[config.mk]
export PLATFORM = sky130hd
export DESIGN_NAME = sort_ctrl_flat
export DESIGN_NICKNAME = d
export VERILOG_FILES = /design/src/rtl/sort_ctrl_pkg.sv /design/src/rtl/sort_ctrl_if.sv /design/src/rtl/sort_ctrl_mag_cmp.sv /design/src/rtl/sort_ctrl.sv /design/src/flat_wrapper.sv
export SDC_FILE = /design/constraint.sdc
export NUM_CORES = 1
export LEC_CHECK = 0
export CORE_MARGIN = 2
export CORE_UTILIZATION = 60
export CTS_CLUSTER_DIAMETER = 80
export CTS_CLUSTER_SIZE = 40
export DETAILED_ROUTE_END_ITERATION = 10
export PLACE_DENSITY_LB_ADDON = 0.08
export SLEW_MARGIN = 20
export SYNTH_ARGS = -nofsm -noshare
export SYNTH_HDL_FRONTEND = slang
export SYNTH_SLANG_ARGS = --single-unit
[constraint.sdc]
create_clock -name clk -period 8.7 [get_ports clk]
set_input_delay 0.87 -clock clk [delete_from_list [all_inputs] [get_ports clk]]
set_output_delay 0.87 -clock clk [all_outputs]
set_load 0.05 [all_outputs]
[src/rtl/sort_ctrl_pkg.sv]
// Shared types and constants for the sort_ctrl sequencer.
// State encoding, swap counter width and a saturating increment.
package sort_ctrl_pkg;

  localparam logic [1:0] ST_LOAD = 2'd0;
  localparam logic [1:0] ST_SORT = 2'd1;
  localparam logic [1:0] ST_OUT  = 2'd2;

  localparam int SWAP_CNT_W = 8;

  typedef enum logic [1:0] {
    LOAD = ST_LOAD,
    SORT = ST_SORT,
    OUT  = ST_OUT
  } state_t;

  function automatic logic [SWAP_CNT_W-1:0] sat_inc(
    input logic [SWAP_CNT_W-1:0] v
  );
    return (&v) ? v : v + 1'b1;
  endfunction

endpackage

[src/rtl/sort_ctrl_if.sv]
// Producer/consumer valid-ready streams of the sort controller.
// master drives words in and accepts sorted words; slave is the sorter.
interface sort_ctrl_if #(
  parameter int W = 4
);

  logic         in_valid;
  logic         in_ready;
  logic [W-1:0] in_data;
  logic         out_valid;
  logic         out_ready;
  logic [W-1:0] out_data;

  modport master (
    output in_valid, in_data, out_ready,
    input  in_ready, out_valid, out_data
  );

  modport slave (
    input  in_valid, in_data, out_ready,
    output in_ready, out_valid, out_data
  );

endinterface

[src/rtl/sort_ctrl_mag_cmp.sv]
// Unsigned W-bit magnitude comparator, the one shared compare resource.
// gt is high when a is strictly greater than b.
module mag_cmp #(
  parameter int W = 4
) (
  input  logic [W-1:0] a,
  input  logic [W-1:0] b,
  output logic         gt
);

  assign gt = a > b;

endmodule

[src/rtl/sort_ctrl.sv]
// Burst sorter: load N words, bubble sort through one comparator,
// then stream them out smallest first.
module sort_ctrl
  import sort_ctrl_pkg::*;
#(
  parameter int W = 4,
  parameter int N = 4
) (
  input  logic                  clk,
  input  logic                  reset,
  sort_ctrl_if.slave            bus,
  output logic                  busy,
  output logic                  done,
  output logic [SWAP_CNT_W-1:0] swap_cnt
);

  localparam int IW = $clog2(N) + 1;
  localparam int AW = $clog2(N);
  localparam logic [IW-1:0] LAST  = IW'(N - 1);
  localparam logic [IW-1:0] SLAST = IW'(N - 2);

  state_t state, state_n;

  logic [IW-1:0] wr_idx, rd_idx, pass, idx, idx1;
  logic [W-1:0]  mem [N];
  logic [W-1:0]  a, b;
  logic          gt;
  logic          in_xfer, out_xfer;
  logic          load_end, sort_end, out_end;

  assign idx1 = idx + 1'b1;
  assign a    = mem[idx[AW-1:0]];
  assign b    = mem[idx1[AW-1:0]];

  mag_cmp #(.W(W)) u_cmp (
    .a (a),
    .b (b),
    .gt(gt)
  );

  assign bus.in_ready  = (state == LOAD) & ~reset;
  assign bus.out_valid = (state == OUT) & ~reset;
  assign bus.out_data  = mem[rd_idx[AW-1:0]];
  assign busy          = state != LOAD;

  assign in_xfer  = bus.in_valid & bus.in_ready;
  assign out_xfer = bus.out_valid & bus.out_ready;
  assign load_end = in_xfer & (wr_idx == LAST);
  assign sort_end = (state == SORT) & (idx == SLAST) & (pass == SLAST);
  assign out_end  = out_xfer & (rd_idx == LAST);

  always_ff @(posedge clk or posedge reset) begin
    if (reset) state <= LOAD;
    else       state <= state_n;
  end

  always_comb begin
    state_n = state;
    unique case (1'b1)
      (state == LOAD): if (load_end) state_n = SORT;
      (state == SORT): if (sort_end) state_n = OUT;
      (state == OUT):  if (out_end)  state_n = LOAD;
      default:         state_n = LOAD;
    endcase
  end

  always_ff @(posedge clk or posedge reset) begin
    if (reset) begin
      wr_idx   <= '0;
      rd_idx   <= '0;
      pass     <= '0;
      idx      <= '0;
      swap_cnt <= '0;
      done     <= 1'b0;
    end else begin
      done <= out_end;
      if (in_xfer) begin
        wr_idx <= load_end ? '0 : wr_idx + 1'b1;
      end
      if (load_end) begin
        pass     <= '0;
        idx      <= '0;
        swap_cnt <= '0;
      end
      if (state == SORT) begin
        if (gt) swap_cnt <= sat_inc(swap_cnt);
        if (idx == SLAST) begin
          idx  <= '0;
          pass <= sort_end ? '0 : pass + 1'b1;
        end else begin
          idx <= idx1;
        end
      end
      if (sort_end) rd_idx <= '0;
      if (out_xfer) begin
        rd_idx <= out_end ? '0 : rd_idx + 1'b1;
      end
    end
  end

  // Ties are left in place so the sort stays stable.
  always_ff @(posedge clk or posedge reset) begin
    if (reset) begin
      for (int i = 0; i < N; i++) mem[i] <= '0;
    end else if (in_xfer) begin
      mem[wr_idx[AW-1:0]] <= bus.in_data;
    end else if ((state == SORT) && gt) begin
      mem[idx[AW-1:0]]  <= b;
      mem[idx1[AW-1:0]] <= a;
    end
  end

endmodule

[src/flat_wrapper.sv]
// flat-port wrapper written by rule: the top's interface ports become plain ports
module sort_ctrl_flat import sort_ctrl_pkg::*;
#(
  parameter int W = 4,
  parameter int N = 4
)
  (clk, reset, busy, done, swap_cnt, bus_in_valid, bus_in_data, bus_out_ready, bus_in_ready, bus_out_valid, bus_out_data);
  sort_ctrl_if #(.W(W)) bus_i ();
  input  logic clk;
  input  logic reset;
  output logic busy;
  output logic done;
  output logic [SWAP_CNT_W-1:0] swap_cnt;
  input wire logic [$bits(bus_i.in_valid)-1:0] bus_in_valid;
  input wire logic [$bits(bus_i.in_data)-1:0] bus_in_data;
  input wire logic [$bits(bus_i.out_ready)-1:0] bus_out_ready;
  output wire logic [$bits(bus_i.in_ready)-1:0] bus_in_ready;
  output wire logic [$bits(bus_i.out_valid)-1:0] bus_out_valid;
  output wire logic [$bits(bus_i.out_data)-1:0] bus_out_data;
  assign bus_i.in_valid = bus_in_valid;
  assign bus_i.in_data = bus_in_data;
  assign bus_i.out_ready = bus_out_ready;
  assign bus_in_ready = bus_i.in_ready;
  assign bus_out_valid = bus_i.out_valid;
  assign bus_out_data = bus_i.out_data;
  sort_ctrl #(.W(W), .N(N)) u_core (.clk(clk), .reset(reset), .bus(bus_i), .busy(busy), .done(done), .swap_cnt(swap_cnt));
endmodule
==> impl_metrics.ini, run 1 <==
[run_status]
outcome = complete, no violations

[cells_and_area]
area_delta_synth_final_pct = 14.65
final_core_util_pct = 73.09
nets = 300
drive_above_1_share_pct = 14.18
n_antenna_cell = 0

[timing]
post-route-min-period_ns = 4.182
clock_skew_ns = 0.01263
grt_setup_unrepaired = no
fin_crit_sh_pct = 48.06
slew_headroom_pct = 54.45
drv_slew = 0
setup_violations = 0
fmax_mhz = 239.1
worst_pin_slew_ns = 0.6831
final_hold_viol_count = 0
setup_ws_ns = 4.518
tns_ns = 0

[placed_design]
dp_hpwl_um = 4393
portBuffers = 23
gp_congestion = 0.9449
dp_slack_ns = 4.536

[cts]
post_cts_buffers = 0
post_cts_resized = 0
clk_path_buf_depth = 2
root_buffer = clkbuf_8
clkSinkCount = 39
hold_buffers = 0
clk_pin_slew_ns = 0.07
cts_tree = yes
clk_latency_ns = 0.30
ctsHtreeMaxLevel = 2
numCtsBuffers = 5

[critical_path]
critical_path_class = flip-flop to flip-flop
critPathMaxFanout = 17
required_ns = 8.88
worst_ep_arrival_time_ns = 4.36
crit_chain = inv_1 -> ha_1 -> mux4_2 -> inv_1 -> ha_1 -> nor2b_1 -> o211a_1 -> o21ai_2 -> a2bb2oi_1 -> mux2_2
crit_path_max_incr_delay_ns = 0.65
rrSetupSlack_ns = 4.52
timing.rr.start = u_core.idx[0]$_DFFE_PP0P_
endpoint_kind = flip-flop
slowest_stage = dfrtp_1
r2r-end = u_core.mem[6]$_DFFE_PP0P_
worstRegToRegCells = 10
start_kind = flip-flop

[synthesis]
synth_area_um2 = 2605
synth_area_leaders = dfrtp_1 (37%), mux4_2 (10%), ha_1 (8.6%)
seq_area_frac_synth_pct = 37.46
yosysTopAreaCell = dfrtp_1
yosys_warnings = 0
syn_area_per_cell_um2 = 10.34
synth.distinct_cells = 46
async_flop_share_pct = 100.0
ys_seq_elements = 39
synthesis.nets = 278
netlist_instances = 252
yosys.area.top_type_share_pct = 37.46
synth_edf_count = 0
ys.flop_type = dfrtp_1

[die]
die-area_um2 = 4885
start_util_pct = 63.75
die_h_um = 69.89
row_count = 23
io_pins = 24
die_w_um = 69.89
core_um2 = 4086

[detailed_routing]
avgViaCountPerCell = 6.554
postRouteWirelength_um = 5975
firstDrtPassIters = 5
route.detailed.drc = 0
drt-initial-drc-count = 164
vias = 2130
postRouteAntennaNets = 0
wire_per_inst_um = 18.38

[global_route]
antenna_found_initial = 0
grtUsageTotal_pct = 26.44
overflow = 0
grt_pass1_vias = 2007
grt_max_degree = 40
grt_pass1_wl_um = 10030

[run]
max_cap_violations = 0

[pwr]
p_leak_nw = 1.292
peakVddDrop_mv = 0.2304
power.density_nw_per_um2 = 386.9

[min_path]
whs_endpoint = u_core.rd_idx[2]$_DFFE_PP0P_
min_from = u_core.rd_idx[2]$_DFFE_PP0P_
holdPathStages = 1
min_path_type = flip-flop to flip-flop
[worst max-delay path: cells and delay by family, from the launching register on]
family	cells	cell delay, ns
AOI/OAI and AO/OA	3	1.30
muxes	2	0.99
adders and majority gates	2	0.71
DFF	1	0.65
buffers and inverters	2	0.28
and+or+nand+nor	1	0.14
[layout by cell type, fill, tap and decap left out, drive strengths merged, types with 8 or more instances in the layout]
cell | synthesis | layout
a221oi | 8 | 8
clkdlybuf4s50 | 0 | 23
dfrtp | 39 | 39
ha | 18 | 18
inv | 14 | 14
mux2 | 12 | 12
mux4 | 12 | 12
nand2 | 21 | 21
nor2 | 22 | 22
nor2b | 9 | 9
o21ai | 11 | 11
[sequential cells by signal (all words and copies together) (netlist names)]
register,cells
u_core.mem,16
u_core.wr_idx,3
u_core.idx,3
u_core.rd_idx,3
u_core.state,2
u_core.pass,3
u_core.done,1
u_core.swap_cnt,8
[logic make-up after synthesis]
family	synth area share, %
simple gates	17.34
buf+inv	3.938
flops	37.46
mux	16.33
compound gates	16.28
fa+ha+maj	8.646
[synthesized netlist by cell type, drive strengths merged (2+ instances only)]
master	number
dfrtp	39
buf	6
a32oi	4
nand2	21
o21ai	11
ha	18
and3	7
nor3b	4
or3	3
mux2	12
a221o	4
a32o	4
nor3	7
clkbuf	4
a221oi	8
nor2b	9
inv	14
nand3	6
nand2b	6
mux4	12
a22oi	4
nor2	22
a21oi	5
o31ai	2
mux2i	2
a31o	2
[final cells by class]
| cell class | count | area, µm² |
|---|---|---|
| clock buffer | 6 | 82.58 |
| clock inverter | 2 | 35.03 |
| fill | 303 | 1100 |
| inverter | 14 | 52.55 |
| multi-input combinational | 189 | 1533 |
| sequential | 39 | 975.9 |
| tap | 50 | 62.56 |
| timing repair buffer | 25 | 245.2 |
[layer usage]
layer	GRT usage, %	vias to the layer above	wire (µm)
met1	36.61	1049	2808
met3	7.359	12	409
met4	8.761	0	131
li1	-	992	-
met5	0	-	0
met2	40.42	77	2625
[power breakdown]
| part | switching [mW] | internal, mW | total, mW |
|---|---|---|---|
| registers | 0.0840 | 0.240 | 0.324 |
| logic | 0.382 | 0.290 | 0.672 |
| clock network | 0.0666 | 0.0928 | 0.159 |
| total | 0.533 | 0.623 | 1.16 |
[through the flow]
stage,instance area [µm²],hold WS [ns],instances,power (mW)
after floorplan,2605,0.4670,252,0.8223
after global placement,2869,0.4964,317,0.9736
after detailed placement,2869,0.4942,317,0.9884
after CTS,2987,0.5141,325,1.151
after global routing,2987,0.5388,325,1.237
final,2987,0.5091,325,1.156
[how the worst max path moves through the flow]
stage	start	to	slack (ns)	cells after the start
after floorplan	u_core.idx[0]$_DFFE_PP0P_	u_core.mem[4]$_DFFE_PP0P_	5.28	11
after global placement	u_core.idx[0]$_DFFE_PP0P_	u_core.mem[4]$_DFFE_PP0P_	4.68	10
after detailed placement	u_core.idx[0]$_DFFE_PP0P_	u_core.mem[6]$_DFFE_PP0P_	4.54	10
after CTS	u_core.idx[0]$_DFFE_PP0P_	u_core.mem[6]$_DFFE_PP0P_	4.53	10
after global routing	u_core.idx[0]$_DFFE_PP0P_	u_core.mem[4]$_DFFE_PP0P_	4.22	10
final	u_core.idx[0]$_DFFE_PP0P_	u_core.mem[6]$_DFFE_PP0P_	4.52	10
(Power assumes the default switching activity.)
==> run 2, diff against run 1 <==
Settings changed: CORE_UTILIZATION 60 to 52.
Clock period 8.7 ns to 3.7 ns, I/O delays scaled along.
==> impl_metrics.ini, run 2 (synthesis results as in run 1) <==
[die]
io_pins = 24
start_util_pct = 54.43
die_w_um = 74.78
die-area_um2 = 5592
core_um2 = 4786
row_count = 25
die_h_um = 74.78

[cells_and_area]
layout_common_cells = dfrtp_1 (39), clkdlybuf4s50_1 (23), nor2_1 (22)
largest_register_ffs = 16
final_common_cell = dfrtp_1
area_delta_synth_final_pct = 16.62
n_antenna_cell = 0
final_cell_area_um2 = 3038
top_register = u_core.mem
nets = 304
drive_above_1_share_pct = 15.41
reg_top3 = u_core.mem: 16 flops, u_core.swap_cnt: 8 flops

[min_path]
min_path_type = flip-flop to flip-flop

[detailed_routing]
firstDrtPassIters = 4
route.detailed.drc = 0
drt-initial-drc-count = 274
vias = 2087
avgViaCountPerCell = 6.032
postRouteAntennaNets = 0
postRouteWirelength_um = 5976
wire_per_inst_um = 17.27

[critical_path]
cp_top_family = multiplexers
slowest_stage = mux4_2
critPathMaxFanout = 16
crit_chain = inv_1 -> ha_1 -> mux4_2 -> inv_1 -> ha_1 -> a41oi_1 -> o21ai_2 -> buf_4 -> a21oi_1 -> mux2_2
required_ns = 3.90
crit_path_max_incr_delay_ns = 0.61
critical_path_class = flip-flop to flip-flop
worst_ep_arrival_time_ns = 3.48
path_buf_inv = 3
start_kind = flip-flop
endpoint_kind = flip-flop

[cts]
root_buffer = clkbuf_8
clk_latency_ns = 0.30
post_cts_buffers = 0
hold_buffers = 0
post_cts_resized = 0
ctsHtreeMaxLevel = 2
cts_tree = yes
numCtsBuffers = 5
clk_pin_slew_ns = 0.08
clk_path_buf_depth = 2
clkSinkCount = 39

[pwr]
switching_share_pct = 45.48
peakVddDrop_mv = 0.4121
power.internal_mw = 1.495
pwr-share-clk_pct = 13.8
power.sequential.fraction_pct = 26.4
power.density_nw_per_um2 = 902.8
p_switching_mw = 1.247
pwr-share-comb_pct = 59.8
p_leak_nw = 1.310

[global_route]
grt_max_degree = 22
gr-usage-met1_pct = 35.29
overflow = 0
grtUsageTotal_pct = 23.88
grt_pass1_wl_um = 9811
antenna_found_initial = 0
globalRouteMet3Util_pct = 5.622
grt_pass1_vias = 1965
busiest_layer = met1
grt_util_met2_pct = 34.51

[run]
max_cap_violations = 0

[timing]
tns_ns = 0
drv_slew = 0
worst_pin_slew_ns = 0.8030
final_hold_viol_count = 0
fmax_mhz = 304.9
clock_skew_ns = 0.008710
fin_crit_sh_pct = 88.65
setup_ws_ns = 0.4201
slew_headroom_pct = 46.41
grt_setup_unrepaired = no
post-route-min-period_ns = 3.280
setup_violations = 0

[placed_design]
gp_congestion = 0.9763
dp_hpwl_um = 4380
portBuffers = 23
place_area_um2 = 2920
dp_slack_ns = 0.4287

[run_status]
outcome = complete, no violations
[run 2: changes by cell type in the layout (fill, tap and decap cells not counted), sizes merged]
cell | before | now
buf | 2 | 6
[run 2: per-stage QoR]
stage / power, mW / hold WS, ns / utilization, % / instances
after global routing: 2.939 / 0.5180 / 63.48 / 346
after floorplan: 1.933 / 0.4670 / - / 252
after detailed placement: 2.352 / 0.4908 / 61.02 / 338
after CTS: 2.738 / 0.5090 / 63.48 / 346
final: 2.742 / 0.5062 / 63.48 / 346
after global placement: 2.351 / 0.4865 / 61.02 / 338
[run 2: cell type report]
cell class | count | area [µm²]
clock inverters | 2 | 35.03
well taps | 67 | 83.83
multi-input cells | 189 | 1533
clock buffers | 6 | 82.58
flip-flops and latches | 39 | 975.9
inverters | 14 | 52.55
fillers | 403 | 1748
repair buffers | 29 | 275.3
[run 2: worst paths after layout]
check                                             startpoint                              to  slack [ns]  depth (start not counted)
max in group asynchronous                              reset    u_core.rd_idx[1]$_DFFE_PP0P_        2.29                          3
worst max register to register     u_core.idx[0]$_DFFE_PP0P_       u_core.mem[8]$_DFFE_PP0P_        0.42                         10
min in group asynchronous                              reset  u_core.swap_cnt[3]$_DFFE_PP0P_        0.65                          2
worst max-delay path               u_core.idx[0]$_DFFE_PP0P_       u_core.mem[8]$_DFFE_PP0P_        0.42                         10
worst min-delay path            u_core.rd_idx[2]$_DFFE_PP0P_    u_core.rd_idx[2]$_DFFE_PP0P_        0.51                          1
worst min register to register  u_core.rd_idx[2]$_DFFE_PP0P_    u_core.rd_idx[2]$_DFFE_PP0P_        0.51                          1
[run 2: power by group through the flow]
stage          logic, mW  clock network (mW)  registers [mW]
2_1_floorplan       1.17                   0           0.764
3_3_place_gp        1.62                   0           0.727
3_5_place_dp        1.62                   0           0.728
4_1_cts             1.64               0.383           0.720
5_1_grt             1.79               0.404           0.743
6_report            1.64               0.378           0.724
[run 2: routing by layer]
metal / up-vias / wire length, µm
met5: - / 0
met3: 8 / 439
met2: 75 / 2626
met1: 1005 / 2819
met4: 0 / 91
li1: 999 / -
